<file path="src/rtl/setting_mode_arbiter.sv">
// Operating-mode arbiter: OFF / STANDBY / SET / RUN with a SET-mode inactivity timer.
// Requests are resolved by per-mode priority; the timer counts tick_1s pulses and reloads on key activity.
module setting_mode_arbiter #(
    parameter int MODE_WIDTH = 2,
    parameter int TIMEOUT_S  = 10
) (
    input  logic                  clk,
    input  logic                  rstn,
    input  logic                  power_btn,
    input  logic                  set_req,
    input  logic                  run_req,
    input  logic                  stand_from_setting_toggle,
    input  logic                  key_activity,
    input  logic                  tick_1s,
    output logic [MODE_WIDTH-1:0] current_mode,
    output logic                  mode_changed,
    output logic                  set_timeout,
    output logic [7:0]            set_remaining
);

    typedef enum logic [1:0] {
        MODE_OFF     = 2'd0,
        MODE_STANDBY = 2'd1,
        MODE_SET     = 2'd2,
        MODE_RUN     = 2'd3
    } mode_t;

    localparam logic [7:0] TIMEOUT_LD = 8'(TIMEOUT_S);

    mode_t      mode_q;
    mode_t      mode_d;
    logic       power_btn_d;
    logic       power_edge;
    logic [7:0] cnt_q;
    logic [7:0] cnt_d;
    logic       timeout_cond;
    logic       timeout_d;
    logic       mode_changed_q;
    logic       set_timeout_q;

    assign power_edge   = power_btn & ~power_btn_d;
    assign timeout_cond = (cnt_q == 8'd1) & tick_1s & ~key_activity;

    always_ff @(posedge clk or negedge rstn) begin
        if (!rstn) begin
            mode_q         <= MODE_OFF;
            power_btn_d    <= 1'b0;
            cnt_q          <= 8'd0;
            mode_changed_q <= 1'b0;
            set_timeout_q  <= 1'b0;
        end else begin
            mode_q         <= mode_d;
            power_btn_d    <= power_btn;
            cnt_q          <= cnt_d;
            mode_changed_q <= (mode_d != mode_q);
            set_timeout_q  <= timeout_d;
        end
    end

    always_comb begin
        mode_d    = mode_q;
        timeout_d = 1'b0;
        cnt_d     = 8'd0;

        case (mode_q)
            MODE_OFF: begin
                if (power_edge) mode_d = MODE_STANDBY;
            end
            MODE_STANDBY: begin
                if (power_edge)   mode_d = MODE_OFF;
                else if (set_req) mode_d = MODE_SET;
                else if (run_req) mode_d = MODE_RUN;
            end
            MODE_SET: begin
                if (power_edge)                     mode_d = MODE_OFF;
                else if (stand_from_setting_toggle) mode_d = MODE_STANDBY;
                else if (timeout_cond) begin
                    mode_d    = MODE_STANDBY;
                    timeout_d = 1'b1;
                end
            end
            MODE_RUN: begin
                if (power_edge)   mode_d = MODE_OFF;
                else if (run_req) mode_d = MODE_STANDBY;
                else if (set_req) mode_d = MODE_SET;
            end
            default: mode_d = MODE_OFF;
        endcase

        // Counter lives only in SET; any other next mode clears it.
        if (mode_d == MODE_SET) begin
            if ((mode_q != MODE_SET) || key_activity) cnt_d = TIMEOUT_LD;
            else if (tick_1s && (cnt_q != 8'd0))      cnt_d = cnt_q - 8'd1;
            else                                      cnt_d = cnt_q;
        end
    end

    assign current_mode  = MODE_WIDTH'(mode_q);
    assign mode_changed  = mode_changed_q;
    assign set_timeout   = set_timeout_q;
    assign set_remaining = cnt_q;

endmodule

</file>
<file path="config.mk">
export PLATFORM = sky130hd
export DESIGN_NAME = setting_mode_arbiter
export DESIGN_NICKNAME = d
export VERILOG_FILES = /design/src/rtl/setting_mode_arbiter.sv
export SDC_FILE = /design/constraint.sdc
export NUM_CORES = 1
export LEC_CHECK = 0
export CAP_MARGIN = 20
export CORE_MARGIN = 5
export CORE_UTILIZATION = 47
export CTS_CLUSTER_DIAMETER = 60
export DETAILED_ROUTE_END_ITERATION = 12
export PLACE_DENSITY = 0.78
export SYNTH_ARGS = -nofsm -noshare
export SYNTH_HDL_FRONTEND = slang
export SYNTH_SLANG_ARGS = --single-unit
export TNS_END_PERCENT = 10
</file>
<file path="constraint.sdc">
create_clock -name clk -period 2.65 [get_ports clk]
set_clock_uncertainty 0.15 [all_clocks]
set_input_delay 0.3975 -clock clk [delete_from_list [all_inputs] [get_ports clk]]
set_output_delay 0.3975 -clock clk [all_outputs]
set_load 0.03 [all_outputs]
</file>
==> reports/summary.txt <==
outcome - finished clean
hold buffer count at CTS - 0
first-pass GRT wire length - 2930 µm
Synthesized Nets - 89
drt total wl - 1770 µm
vias per std cell - 5.89
Tmin final - 2270 ps
Mean Syn Cell Area - 9.96 µm²
root buf cell - clkbuf_4
Die Y - 50.7 µm
Core Region - 0.00154 mm²
cts repair resizes - 0
initial antenna violation count - 0
endpoints failing hold - 0
Max Slew Vio Count - 0
Fill cells - 126
CTS buffer count - 3
Setup Viol. Count Final - 0
WP data required - 2690 ps
Final #Nets - 113
later-pin clock latency in the skew report - 280 ps
Cell Area, Synth - 777 µm²
sequential area share after synthesis - 0.419
DR WL/cell - 15.1 µm
HPWL after DPL - 1340 µm
1st-iter DRT viols - 21
clock sinks - 13
drt pass-1 iters - 4
YS warnings - 0
die area - 0.00257 mm²
reg2reg end - set_remaining[1]$_DFFE_PN0P_
max-cap viol count - 0
via count - 689
RSZ-0062 raised after global routing - no
Pleak - 0.000414 µW
Worst Setup End Kind - flop
largest net degree at the start of global routing - 14
H-tree depth - 1
Die Span X - 50.7 µm
Tot GR Track Use - 0.151
R2R Setup Slk - 380 ps
R2R depth - 6
ANT nets after route - 0
CTS tree - yes
final period utilization - 0.858
FF+latch count, synth - 13
max_slew headroom - 0.587
CP Class - flop to flop
setup TNS - 0 ps
Post-route DRC - 0
I/O Pins - 20
Area growth, synth to finish - 30.4%
antenna fix cells - 0
Worst EP arrival - 2310 ps
number of global-route vias before repair - 650
Max clock buf depth - 2
post-CTS setup repair buffer count - 0
Starting Density - 0.504
grt total ovfl - 0
Worst-path clk slew - 80 ps
Setup crit start - set_remaining[0]$_DFFE_PN0P_
hold crit path type - input pin to asynchronous set/reset pin
Power Dens Cells - 637 mW/mm²
worst r2r src - set_remaining[0]$_DFFE_PN0P_
WHS - 319 ps
commonest non-fill, non-tap cell in the layout - clkdlybuf4s50_1
routability cong. - 0.836
Max IR drop VDD - 383 µV
PortBufs - 19
Unique masters post-synth - 34
CP endpoint - set_remaining[1]$_DFFE_PN0P_
commonest cells after routing, fill and taps aside - 19 x clkdlybuf4s50_1, 13 x dfrtp_1, 6 x a21oi_1
worst-margin pin slew - 615 ps
fmax - 0.440 GHz
Row Count - 14
Setup crit start kind - flop
Synth Instances - 78
CP max FO - 6
layout cells sized above 1 - 0.119
[kinds of logic (layout without fill, tap and decap cells)]
group	after synthesis	in the layout	share of synthesized area
adder cells (fa/ha/maj)	3	3	0.0483
AO/OA/AOI/OAI	20	20	0.185
AND/OR/NAND/NOR	34	34	0.271
multiplexers	2	2	0.0290
buffers and inverters	3	26	0.0145
XOR/XNOR	3	3	0.0338
flip-flops	13	13	0.419
[routing by layer]
metal | up-vias | share of wire | track usage
li1 | 342 | - | -
met4 | 0 | 0.017 | 0.0766
met1 | 324 | 0.42 | 0.183
met5 | - | 0 | 0
met2 | 20 | 0.50 | 0.242
met3 | 3 | 0.060 | 0.0414
[report_power, final]
group          switching (µW)  total (µW)  internal (µW)  leakage (µW)
logic                     140         268            128      0.000226
registers                30.8         250            219      0.000173
clock network            68.7         127           58.6     0.0000150
total                     240         646            406      0.000414
[synth_stat cells (all sizes together)]
library cell  number  share of area
mux2               2          0.029
nand4              1         0.0081
a21o               1         0.0097
or3b               2          0.023
o22ai              1         0.0081
o21a               1         0.0097
o41ai              1          0.011
nor2b              4          0.032
ha                 3          0.048
or3                3          0.024
xnor2              3          0.034
nand2              5          0.024
nand2b             1         0.0081
nand3              1         0.0064
or2                1         0.0081
nor3               3          0.019
o21ai              1         0.0064
nand3b             1         0.0097
a21oi              6          0.039
a2111oi            1          0.011
a211oi             5          0.055
and2               1         0.0081
nor2               5          0.024
inv                3          0.014
nor4b              2          0.031
or4b               1          0.018
dfrtp             13           0.42
nor4               1         0.0081
o31ai              1         0.0097
or4                2          0.019
a21bo              2          0.026
[how the worst min path moves through the flow]
stage	end	slack (ps)	cells past startpoint
2_1_floorplan	current_mode[0]$_DFF_PN0_	-50	0
3_3_place_gp	set_remaining[6]$_DFFE_PN0P_	420	2
3_5_place_dp	set_remaining[5]$_DFFE_PN0P_	450	2
4_1_cts	set_remaining[2]$_DFFE_PN0P_	340	1
5_1_grt	set_remaining[2]$_DFFE_PN0P_	350	1
6_report	set_remaining[2]$_DFFE_PN0P_	320	1
[stage by stage]
step                utilization  std cells  worst slack (ps)  total power (µW)  area, µm²
detailed placement        0.640        113               277               522        987
floorplan                     -         78               488               432        777
CTS                       0.657        117               365               653       1010
global placement          0.640        113               304               516        987
global route              0.657        117               207               694       1010
finish                    0.657        117               377               646       1010
[worst max-delay path, cell delays in order (launching register included)]
cell and delay (ps):
dfrtp_1 420, inv_1 130, ha_1 150, nor4b_2 480, a21bo_2 260, mux2_2 340, a211oi_1 240
[layout make-up]
class / count / area (µm²) / share of cell area
flip-flops and latches: 13 / 325 / 0.321
multi-input cells: 62 / 440 / 0.435
well taps: 16 / 20.0 / 0.0198
repair buffers: 19 / 190 / 0.188
clock buffers: 4 / 26.3 / 0.0259
inverters: 3 / 11.3 / 0.0111
[sequential cells by signal, indices dropped and copies added, names as in the netlist]
name           cells
mode_changed       1
power_btn_d        1
set_remaining      8
set_timeout        1
current_mode       2
Power figures use the tool's default switching activity.
